**src/rtl/cpu_ad48_fetch.sv**
```systemverilog
// Instruction fetch stage for the cpu_ad48 core.
// Owns the PC, issues single-cycle-latency reads to instruction memory, buffers
// responses in a small FIFO and presents them to decode over valid/ready.
// A redirect from execute flushes the FIFO and squashes the in-flight response.
// Optional macro CPU_AD48_FETCH_PERF_EN adds saturating fetch/squash counters.

`timescale 1ns/1ps

module cpu_ad48_fetch #(
  parameter int unsigned     XLEN       = 48,
  parameter int unsigned     IM_ADDR_W  = 7,
  parameter int unsigned     FIFO_DEPTH = 2,
  parameter logic [XLEN-1:0] RESET_PC   = '0
) (
  input  logic                 clk,
  input  logic                 resetn,
`ifdef CPU_AD48_FETCH_PERF_EN
  output logic [31:0]          perf_fetched,
  output logic [31:0]          perf_squashed,
`endif
  output logic                 imem_req,
  output logic [IM_ADDR_W-1:0] imem_addr,
  input  logic [XLEN-1:0]      imem_rdata,
  input  logic                 redir_valid,
  input  logic [XLEN-1:0]      redir_pc,
  input  logic                 halt,
  output logic                 out_valid,
  input  logic                 out_ready,
  output logic [XLEN-1:0]      out_instr,
  output logic [XLEN-1:0]      out_pc
);

  localparam int unsigned PTR_W = $clog2(FIFO_DEPTH);
  localparam int unsigned CNT_W = PTR_W + 1;

  logic [XLEN-1:0]  pc_q;
  logic             inflight_q;
  logic [XLEN-1:0]  req_pc_q;
  logic [XLEN-1:0]  buf_instr_q [FIFO_DEPTH];
  logic [XLEN-1:0]  buf_pc_q    [FIFO_DEPTH];
  logic [PTR_W-1:0] rd_ptr_q;
  logic [PTR_W-1:0] wr_ptr_q;
  logic [CNT_W-1:0] count_q;

  logic             pop;
  logic             push;
  logic             issue;
  logic [CNT_W-1:0] occupancy;

  assign out_valid = (count_q != '0);
  assign pop       = out_valid & out_ready;
  // A response arriving during a redirect cycle belongs to the wrong path.
  assign push      = inflight_q & ~redir_valid;
  // Slots already promised: entries left after this cycle's pop plus the pending response.
  assign occupancy = count_q - CNT_W'(pop) + CNT_W'(inflight_q);
  assign issue     = resetn & ~halt & ~redir_valid & (occupancy < CNT_W'(FIFO_DEPTH));

  assign imem_req  = issue;
  assign imem_addr = pc_q[IM_ADDR_W-1:0];
  assign out_instr = out_valid ? buf_instr_q[rd_ptr_q] : '0;
  assign out_pc    = out_valid ? buf_pc_q[rd_ptr_q]    : '0;

  // PC advance / redirect and in-flight request tracking.
  always_ff @(posedge clk or negedge resetn) begin
    if (!resetn) begin
      pc_q       <= RESET_PC;
      inflight_q <= 1'b0;
      req_pc_q   <= '0;
    end else begin
      if (redir_valid) begin
        pc_q <= redir_pc;
      end else if (issue) begin
        pc_q <= pc_q + XLEN'(1);
      end
      inflight_q <= issue;
      if (issue) begin
        req_pc_q <= pc_q;
      end
    end
  end

  // FIFO pointers and occupancy; a redirect empties the buffer.
  always_ff @(posedge clk or negedge resetn) begin
    if (!resetn) begin
      rd_ptr_q <= '0;
      wr_ptr_q <= '0;
      count_q  <= '0;
    end else if (redir_valid) begin
      rd_ptr_q <= '0;
      wr_ptr_q <= '0;
      count_q  <= '0;
    end else begin
      if (push) begin
        wr_ptr_q <= wr_ptr_q + PTR_W'(1);
      end
      if (pop) begin
        rd_ptr_q <= rd_ptr_q + PTR_W'(1);
      end
      count_q <= count_q + CNT_W'(push) - CNT_W'(pop);
    end
  end

  // FIFO storage; contents are only observed through count_q, so no reset is needed.
  always_ff @(posedge clk) begin
    if (push) begin
      buf_instr_q[wr_ptr_q] <= imem_rdata;
      buf_pc_q[wr_ptr_q]    <= req_pc_q;
    end
  end

`ifdef CPU_AD48_FETCH_PERF_EN
  logic [31:0] perf_fetched_q;
  logic [31:0] perf_squashed_q;
  logic [33:0] squash_inc;
  logic [33:0] squash_sum;

  // Wrong-path work this cycle: squashed response plus entries dropped by the flush.
  always_comb begin
    squash_inc = '0;
    if (redir_valid) begin
      squash_inc = 34'(count_q - CNT_W'(pop)) + 34'(inflight_q);
    end
    squash_sum = {2'b00, perf_squashed_q} + squash_inc;
  end

  // Saturating performance counters.
  always_ff @(posedge clk or negedge resetn) begin
    if (!resetn) begin
      perf_fetched_q  <= '0;
      perf_squashed_q <= '0;
    end else begin
      if (push && (perf_fetched_q != 32'hFFFF_FFFF)) begin
        perf_fetched_q <= perf_fetched_q + 32'd1;
      end
      perf_squashed_q <= (squash_sum > 34'h0_FFFF_FFFF) ? 32'hFFFF_FFFF : squash_sum[31:0];
    end
  end

  assign perf_fetched  = perf_fetched_q;
  assign perf_squashed = perf_squashed_q;
`endif

endmodule

```
**config.mk**
```make
export PLATFORM = sky130hd
export DESIGN_NAME = cpu_ad48_fetch
export DESIGN_NICKNAME = d
export VERILOG_FILES = /design/src/rtl/cpu_ad48_fetch.sv
export SDC_FILE = /design/constraint.sdc
export NUM_CORES = 1
export LEC_CHECK = 0
export BUFFER_PORTS_ARGS = -buffer_cell sky130_fd_sc_hd__buf_2
export CAP_MARGIN = 15
export CELL_PAD_IN_SITES_DETAIL_PLACEMENT = 2
export CELL_PAD_IN_SITES_GLOBAL_PLACEMENT = 2
export CORE_MARGIN = 2
export CORE_UTILIZATION = 35
export CTS_CLUSTER_SIZE = 24
export DETAILED_ROUTE_END_ITERATION = 8
export PLACE_DENSITY = 0.88
export SYNTH_ARGS = -nofsm -noshare
export SYNTH_HDL_FRONTEND = slang
export SYNTH_SLANG_ARGS = --single-unit
```
**constraint.sdc**
```tcl
create_clock -name clk -period 5.2 [get_ports clk]
set_input_delay 1.04 -clock clk [delete_from_list [all_inputs] [get_ports clk]]
set_output_delay 1.04 -clock clk [all_outputs]
set_load 0.05 [all_outputs]
```
======== After elaboration in Yosys (flattened, before gate mapping) ========
Memory sizes are Yosys's and may differ from the RTL's.
Index checks and enable logic that the tools add are counted.
word-level totals
  logic and storage cells ................. 38
  register bits after elaboration ......... 101
  RAM bits ................................ 192
  input bits .............................. 101
  memories kept ........................... 2
memory list
  name         depth  bits a word  rd ports  clocked after memory_dff  write ports  line  source
  buf_instr_q  2      48           1         0                         1            39    logic [XLEN-1:0] buf_instr_q [FIFO_DEPTH];
  buf_pc_q     2      48           1         0                         1            40    logic [XLEN-1:0] buf_pc_q [FIFO_DEPTH];
cells by class
  magnitude comparators ................... 1
  reductions and logical operators ........ 4
  bitwise operators ....................... 7
  add/sub/neg operators ................... 7
  mux-type cells .......................... 11
operator list
  kind                                                              number
  48-bit two-way mux                                                4
  48-bit by 1-bit adder with 48-bit output (second input constant)  1
  2-bit nonzero test                                                4
  1-bit two-way mux                                                 6
  1-bit bitwise AND                                                 5
  2-bit by 1-bit adder with 2-bit output                            2
  2-bit by 1-bit subtractor with 2-bit output                       2
  1-bit adder (second input constant)                               2
  2-bit < comparator (second input constant)                        1
  2-bit two-way mux                                                 1
  1-bit inverter                                                    2

======== Longest topological paths before layout ========
Gate-level depths: netlist of the first run.
  word-level depth ........................ 8
  mapped depth ............................ 10

======== Worst setup path after synthesis of the first run ========
Ideal clock, no wire load.
  path type ............................... input-to-reg
  start ................................... in redir_valid
  end ..................................... mem buf_instr_q[0][0], enable pin
  stages on the path ...................... 6
  setup slack ............................. -1.255 ns
  arrival ................................. 5.904 ns
  data required time ...................... 4.649 ns
  path buffers ............................ 3
  library setup time ...................... 0.551 ns
  cell sequence ........................... clkbuf_1 inv_1 clkbuf_1 clkbuf_1 nand2_1 nor2_1
on the way
  longest elaborated chain between the ends .. 4
RTL lines
  item                                     line  source
  from (decl)                              24    input logic redir_valid,
  1-bit inverter                           53    assign push = inflight_q & ~redir_valid;
  1-bit bitwise AND                        53
  1-bit two-way mux                        105   if (push) begin
  1-bit two-way mux (implied by the code)  106   buf_instr_q[wr_ptr_q] <= imem_rdata;
  to (decl)                                39
Every way passes these cells.

======== Final worst setup path of the first run ========
  start ................................... in halt
  end ..................................... out imem_req
on the way
  longest elaborated chain between the ends .. 4
RTL lines
  item                            line  source
  from (decl)                     26    input logic halt,
  1-bit inverter                  56    assign issue = resetn & ~halt & ~redir_valid & (occupancy < CNT_W'(FIFO_DEPTH));
  1-bit bitwise AND (3 in a row)  56
  to (decl)                       21    output logic imem_req,
Every way passes these cells.

==> results of run 1 <==
## metal layers
layer	wire length (um)	vias to the layer above	share of wire [%]
li1	-	3719	-
met1	14300	4237	41
met2	17600	207	51
met3	1620	70	4.7
met4	1130	2	3.3
met5	14	-	0.040
## critical path: stages
cell and delay (ps):
buf_2 110, nand2b_1 480, nor3_2 530, buf_2 370
## per-stage QoR
stage	setup slack (ps)	utilization (%)	instance area, um^2	instances
global route	1510	43.1	14800	1576
CTS	1560	43.1	14800	1575
detailed placement	1620	39.9	13700	1514
global placement	1710	39.9	13700	1514
floorplan	353	-	12200	896
finish	1610	43.1	14800	1576
## placed cells by master, fill, tap and decap left out, types with 11 or more instances in the layout
cell type  synthesis  routed
mux2_2            49      49
nand2_1           41      41
edfxtp_1         192     192
nand4_1           15      15
xnor2_1           17      17
o21ai_0           34      34
a31oi_1           23      23
nand3_1           22      22
buf_4              7      11
clkbuf_16          0      35
buf_2              2     204
nor4_1            13      13
dfrtp_1          101     100
mux2i_1           97      97
or3_1             18      18
nor2_1           132     130
## power by group
| group | switching, W | total, W | internal, W |
|---|---|---|---|
| sequential | 0.000255 | 0.00301 | 0.00276 |
| combinational | 0.00192 | 0.00259 | 0.000669 |
| clock | 0.000918 | 0.00237 | 0.00145 |
| total | 0.00309 | 0.00797 | 0.00488 |
## synth_stat cells (all sizes together), types with 18 or more instances
| library cell | instances | area share [%] |
|---|---|---|
| nor2 | 132 | 4.1 |
| or3 | 18 | 0.92 |
| clkbuf | 33 | 1.0 |
| nand3 | 23 | 1.0 |
| buf | 22 | 1.0 |
| a31oi | 23 | 1.2 |
| dfrtp | 101 | 21 |
| mux2 | 49 | 4.5 |
| mux2i | 97 | 7.9 |
| o21ai | 35 | 1.4 |
| edfxtp | 192 | 47 |
| nand2 | 41 | 1.3 |
## state kept, by name, summed over array words and instances, names as in the netlist
signal and count:
buf_instr_q 96, buf_pc_q 96, pc_q 48, req_pc_q 48, count_q 2, inflight_q 1
rd_ptr_q 1, wr_ptr_q 1
## cell families (layout without fill, tap and decap cells)
group | Yosys count | count (layout) | share of synthesized area [%]
AO/OA/AOI/OAI | 82 | 82 | 4.22
multiplexers | 146 | 146 | 12.5
other | 0 | 1 | 0
buffers and inverters | 65 | 289 | 2.35
flip-flops | 293 | 293 | 67.9
adder cells (fa/ha/maj) | 3 | 3 | 0.307
XOR/XNOR | 19 | 19 | 1.36
AND/OR/NAND/NOR | 288 | 288 | 11.4
## cell type report
class	count	share of cell area, %
Antenna cell	1	0.0169
Sequential cell	293	55.9
Timing Repair Buffer	218	7.84
Clock buffer	45	6.22
Tap cell	455	3.84
Inverter	10	0.253
Multi-Input combinational cell	538	24.7
Clock inverter	16	1.24
## worst max path at each step
stage / to / from / slack [ps]
2_1_floorplan: buf_instr_q[0][0] / redir_valid / 350
4_1_cts: out_pc[22] / rd_ptr_q / 1560
6_report: imem_req / halt / 1610
5_1_grt: out_pc[46] / rd_ptr_q / 1510
3_5_place_dp: imem_req / halt / 1620
3_3_place_gp: imem_req / halt / 1710
==> results.txt, run 1 <==
outcome - finished clean
max_slew headroom - 41.0%
buffers added on ports - 205
WP data required - 4160 ps
final slew viol count - 0
Nets - 1,199
Crit. End Element - output pin
hold buffers post-CTS - 0
layout cells sized above 1 - 29.6%
DR vias/cell - 5.23
cts repair resizes - 0
Final ANT Viol Nets - 0
crit path max fanout - 19
Post-synth ARST share - 34.5%
Worst Max-Slew Pin Slew - 876 ps
R2R setup slack - 2450 ps
Period minus WS final - 3590 ps
Mapped Area - 0.0122 mm^2
core footprint - 0.0345 mm^2
# fillers - 3,418
Multi-input gate area - 0.00367 mm^2
pin count of the biggest net entering global routing - 77
drt drc - 0
vias - 8,235
Initial Util - 35.5%
Die Height - 191 um
aggregate global-route resource usage - 19.2%
total grt overflow - 0
Area Overhead vs Synth - 21.4%
Post-Syn Nets - 1,000
met3 Use GR - 2.93%
Final Cycle Share - 69.0%
Post-CTS Setup Inserts - 0
CTS clock-pin slew for the worst setup and hold paths - 60 ps
max-cap viol count - 0
worst skew pair latency - 500 ps
pwr dens - 537 mW/mm^2
CTS HTree Levels - 2
DR WL/cell - 22.0 um
Fin. Hold Viols - 0
First DRT Iteration DRCs - 321
total power - 0.00797 W
storage element area - 0.00830 mm^2
GR Util met2 - 33.9%
Root Driver - clkbuf_16
hpwl dp - 23,000 um
Cell variety after synth - 47
critical hold path startpoint - req_pc_q[11]
clk sinks - 293
first-pass iteration count of the detailed router - 4
die area - 0.0364 mm^2
Yosys reg bits - 293
Post-synth EDFFs - 192
Clock Skew - 9.93 ps
die width - 191 um
initial antenna violation count - 2
first-pass GRT wire length - 53,900 um
Clock Path Buffers - 3
WHS Path Cells - 0
Seq/Total Area, Yosys - 67.9%
Final setup viols - 0
crit path launch type - primary input
crit path kind - primary input to output pin
final WL - 34,700 um
Primary FF master, synth - edfxtp_1
hold slack - 474 ps
# IOs - 206
Reg2Reg Launch Point - pc_q[29]
R2R Path End - pc_q[43]
WHS Endpoint - buf_pc_q[0][11]
CTS tree - built
unrepaired setup endpoints after global routing - false
Leak - 5.56 nW
CTS buffer count - 34
post-route setup TNS - 0 ps
row cnt - 68
Mapped Cells - 896
M1 GR Usage - 23.7%
grt peak-use layer - met2
worst path arrival time - 2550 ps
vias in the first global route - 9,239
Mapped Avg Cell Area - 13.6 um^2
fmax - 0.279 GHz
synth warn - 0
Reg2Reg Depth - 5
Min-Delay Path Class - flip-flop to flip-flop
worst vdd ir - 0.000337 V
gpl congestion - 0.756
Note: power is estimated with default switching activity, not from simulation.
==> run 2, diff against run 1 <==
- clock period: 5.2 -> 3.2 ns (I/O delays scaled with it)
==> run 2 against run 1 <==
  * Register-to-register slack lost 1800 ps
  * Wire length is 1.6% higher
  * Utilization up 0.19 points
  * Via count shrank 0.22%
  * Final area increased by 0.43%
  * Combinational power is 66% higher
  * Die area unchanged
  * Flip-flop and latch count stayed put
  * Largest cell class unchanged
==> results.txt, run 2 (synthesis results as in run 1) <==
Reg2Reg Launch Point - pc_q[2]
die width - 191 um
DR WL/cell - 22.2 um
hpwl dp - 24,000 um
crit path kind - flip-flop to output pin
Area Overhead vs Synth - 22.0%
row cnt - 68
vias in the first global route - 9,195
Critical Path Start - rd_ptr_q
pin count of the biggest net entering global routing - 82
total grt overflow - 0
vias - 8,217
worst skew pair latency - 510 ps
worst path arrival time - 2300 ps
CTS HTree Levels - 2
fin cells - 1,586
pwr dens - 869 mW/mm^2
gpl congestion - 0.792
Post-CTS Setup Inserts - 0
crit path max fanout - 22
largest registers - buf_instr_q (96), buf_pc_q (96)
buffers added on ports - 205
clk sinks - 293
First DRT Iteration DRCs - 344
die area - 0.0364 mm^2
# IOs - 206
drt drc - 0
max-cap viol count - 0
CTS clock-pin slew for the worst setup and hold paths - 60 ps
Multi-input gate area - 0.00367 mm^2
first-pass GRT wire length - 53,900 um
Clock Path Buffers - 3
worst vdd ir - 0.000442 V
Initial Util - 35.5%
storage element area - 0.00830 mm^2
unrepaired setup endpoints after global routing - false
Nets - 1,208
CTS tree - built
first-pass iteration count of the detailed router - 4
# fillers - 3,464
aggregate global-route resource usage - 19.4%
post-route setup TNS - 0 ps
Root Driver - clkbuf_16
cts repair resizes - 0
layout cells sized above 1 - 30.6%
Leak - 5.61 nW
Min-Delay Path Class - primary input to asynchronous set/reset pin
CTS buffer count - 34
Die Height - 191 um
initial antenna violation count - 2
most frequent cells in the layout - buf_2 (204), edfxtp_1 (192), nor2_1 (130), dfrtp_1 (100), mux2i_1 (97)
Period minus WS final - 2940 ps
Inst Count DP - 1,523
Fin. Hold Viols - 0
hold buffers post-CTS - 0
Final ANT Viol Nets - 0
outcome - finished clean
core footprint - 0.0345 mm^2
final slew viol count - 0
Worst Max-Slew Pin Slew - 802 ps
most common cell after layout, fill and taps aside - buf_2
Crit. End Element - output pin
R2R setup slack - 700 ps
fmax - 0.340 GHz
DR vias/cell - 5.18
Final setup viols - 0
max_slew headroom - 46.5%
final WL - 35,200 um
Final Cycle Share - 92.0%
crit path launch type - flip-flop
Clock Skew - 17.2 ps
WP data required - 2560 ps
==> run 2: changes by cell type in the layout (fill, tap and decap cells not counted) <==
| cell | before | now |
|---|---|---|
| buf_4 | 11 | 19 |
| clkinv_2 | 4 | 10 |
| clkbuf_1 | 9 | 6 |
| clkinv_1 | 5 | 3 |
| buf_12 | 3 | 4 |
| bufinv_16 | 4 | 3 |
| clkinv_4 | 1 | 0 |
| diode_2 | 1 | 2 |
| inv_6 | 1 | 2 |
==> run 2: per-stage QoR <==
step / worst slack [ps] / power (W) / utilization (%) / hold WS [ps] / instance area [um^2]
after floorplan: 18.7 / 0.00799 / - / 344 / 12200
after global placement: 644 / 0.00908 / 40.1 / 442 / 13800
after detailed placement: 567 / 0.00927 / 40.1 / 454 / 13800
after CTS: 220 / 0.0131 / 43.2 / 301 / 14900
after global routing: 178 / 0.0135 / 43.3 / 304 / 14900
final: 255 / 0.0130 / 43.3 / 275 / 14900
==> run 2: critical path: stages, from the launching register on <==
cell and delay, ps:
dfrtp_4 720, buf_4 420, mux2i_1 300, nor2_1 90, buf_2 230
==> run 2: worst paths after layout <==
kind	to	cells after the start
setup / recovery	out_instr[4]	4
hold / removal	req_pc_q[34]	2
setup reg to reg	pc_q[29]	5
hold reg to reg	buf_pc_q[1][39]	0
max in group asynchronous	rd_ptr_q	3
min in group clk	buf_instr_q[0][39]	1
==> run 2: where the power goes <==
| group | switching [W] | internal (W) | total [W] |
|---|---|---|---|
| Clock | 0.00153 | 0.00228 | 0.00380 |
| Combinational | 0.00319 | 0.00111 | 0.00430 |
| Sequential | 0.000374 | 0.00448 | 0.00486 |
==> run 2: final cells by class <==
cell class	count	area share, %
Sequential cell	293	55.7
Multi-Input combinational cell	538	24.6
Inverter	10	0.252
Antenna cell	2	0.0336
Timing Repair Buffer	227	8.34
Tap cell	455	3.82
Clock inverter	19	1.18
Clock buffer	42	6.12
==> run 2: layer usage <==
layer / routed length (um) / GRT usage [%]
met5: 0 / 0
met4: 1040 / 6.92
met1: 14100 / 23.1
met2: 18500 / 34.9
met3: 1570 / 3.37
==> run 3, diff against run 2 <==
- CELL_PAD_IN_SITES_DETAIL_PLACEMENT: 2 -> not set
- CELL_PAD_IN_SITES_GLOBAL_PLACEMENT: 2 -> not set
- CORE_UTILIZATION: 35 -> 56
- CTS_CLUSTER_DIAMETER: not set -> 150
- PLACE_DENSITY: 0.88 -> 0.91
- clock period: 3.2 -> 3.3 ns (I/O delays scaled with it)
==> run 3 against run 2 <==
  * Register-to-register slack improved by 200 ps
  * Total power decreased by 17%
  * First-iteration DRC count increased by 110%
  * Wire length decreased by 26%
  * Flip-flop and latch count unchanged
  * Non-clock buffer count decreased by 2
  * Setup slack improved by 200 ps
  * Die area decreased by 37%
  * Global-route usage increased by 2.9 points
  * Clock power decreased by 45%
  * Critical path depth unchanged
  * Critical path type unchanged
  * Largest cell class unchanged
  * Largest power group unchanged
==> results.txt, run 3 (synthesis results as in run 1) <==
outcome - finished clean
Setup WS pre-CTS - 671 ps
Initial Util - 56.5%
first-pass GRT wire length - 39,900 um
post-route setup TNS - 0 ps
Final setup viols - 0
crit path launch type - flip-flop
CTS clock-pin slew for the worst setup and hold paths - 100 ps
pwr dens - 768 mW/mm^2
max incr delay on CP - 830 ps
max_slew headroom - 51.4%
Nets - 1,188
pin count of the biggest net entering global routing - 76
unrepaired setup endpoints after global routing - false
Final Cycle Share - 86.2%
Inst Count DP - 1,346
Area Overhead vs Synth - 15.3%
hpwl dp - 17,600 um
fin cells - 1,375
DR vias/cell - 5.76
crit path max fanout - 30
Leak - 5.30 nW
aggregate global-route resource usage - 22.2%
worst vdd ir - 0.000452 V
largest registers - buf_instr_q (96), buf_pc_q (96)
Crit. End Element - output pin
Clock Skew - 23.1 ps
hold slack - 306 ps
core footprint - 0.0216 mm^2
CTS tree - built
DR WL/cell - 18.9 um
total grt overflow - 0
CTS HTree Levels - 1
final WL - 25,900 um
# IOs - 206
# fillers - 1,551
most frequent cells in the layout - buf_2 (204), edfxtp_1 (192), nor2_1 (130), dfrtp_1 (100), mux2i_1 (97)
row cnt - 54
storage element area - 0.00830 mm^2
die area - 0.0230 mm^2
Post-CTS Setup Inserts - 0
worst path arrival time - 2180 ps
clk sinks - 293
Period minus WS final - 2840 ps
Fin. Hold Viols - 0
total power - 0.0108 W
First DRT Iteration DRCs - 715
Clock Path Buffers - 3
WP data required - 2640 ps
fmax - 0.352 GHz
vias - 7,924
die width - 152 um
layout cells sized above 1 - 28.2%
max-cap viol count - 0
worst skew pair latency - 490 ps
first-pass iteration count of the detailed router - 6
CTS buffer count - 16
Worst Max-Slew Pin Slew - 729 ps
Multi-input gate area - 0.00367 mm^2
initial antenna violation count - 1
setup ws final - 456 ps
most common cell after layout, fill and taps aside - buf_2
cts repair resizes - 0
worst path cell trace - buf_12 -> mux2i_1 -> nor2_1 -> buf_2
vias in the first global route - 7,755
Min-Delay Path Class - primary input to asynchronous set/reset pin
crit path kind - flip-flop to output pin
final slew viol count - 0
drt drc - 0
hold buffers post-CTS - 0
critical path's slowest cell - dfrtp_4
Final ANT Viol Nets - 0
Die Height - 152 um
gpl congestion - 0.914
Root Driver - clkbuf_16
buffers added on ports - 205
[run 3: cell type report]
cell class	count	area share (%)
flip-flops and latches	293	58.9
diodes	1	0.0178
clock inverters	1	0.142
inverters	10	0.266
well taps	280	2.49
repair buffers	225	8.90
multi-input cells	538	26.0
clock buffers	27	3.29
[run 3: worst max-delay path, delay by kind of cell, from the launching register on]
kind                   cells  cell delay, ps
buffers and inverters      2             570
AND/OR/NAND/NOR            1             140
multiplexers               1             110
flip-flops                 1             830
[run 3: worst paths after layout]
kind / from / to / slack (ps) / cells past startpoint
setup / recovery: rd_ptr_q / out_instr[14] / 460 / 4
hold / removal: resetn / pc_q[38] / 310 / 2
setup reg to reg: pc_q[2] / pc_q[25] / 900 / 5
hold reg to reg: req_pc_q[3] / buf_pc_q[0][3] / 450 / 0
max in group asynchronous: resetn / rd_ptr_q / 1780 / 3
min in group clk: imem_rdata[32] / buf_instr_q[0][32] / 360 / 1
[run 3: metal layers]
layer / track usage, % / up-vias / share of wire (%) / wire, um
li1: - / 3685 / - / -
met1: 29.3 / 3872 / 41 / 10600
met2: 37.8 / 306 / 50 / 12800
met3: 3.83 / 61 / 6.9 / 1780
met4: 7.31 / 0 / 2.9 / 752
met5: 0 / - / 0 / 0
[run 3: power breakdown]
| part | switching, W | leakage (nW) | internal (W) |
|---|---|---|---|
| sequential | 0.000364 | 2.92 | 0.00434 |
| combinational | 0.00292 | 2.14 | 0.00110 |
| clock | 0.00111 | 0.231 | 0.000985 |
[run 3: per-stage QoR]
stage / utilization (%) / cell area [um^2]
final: 65.2 / 14100
after detailed placement: 62.9 / 13600
after floorplan: - / 12200
after global placement: 62.9 / 13600
after global routing: 65.2 / 14100
after CTS: 65.2 / 14100
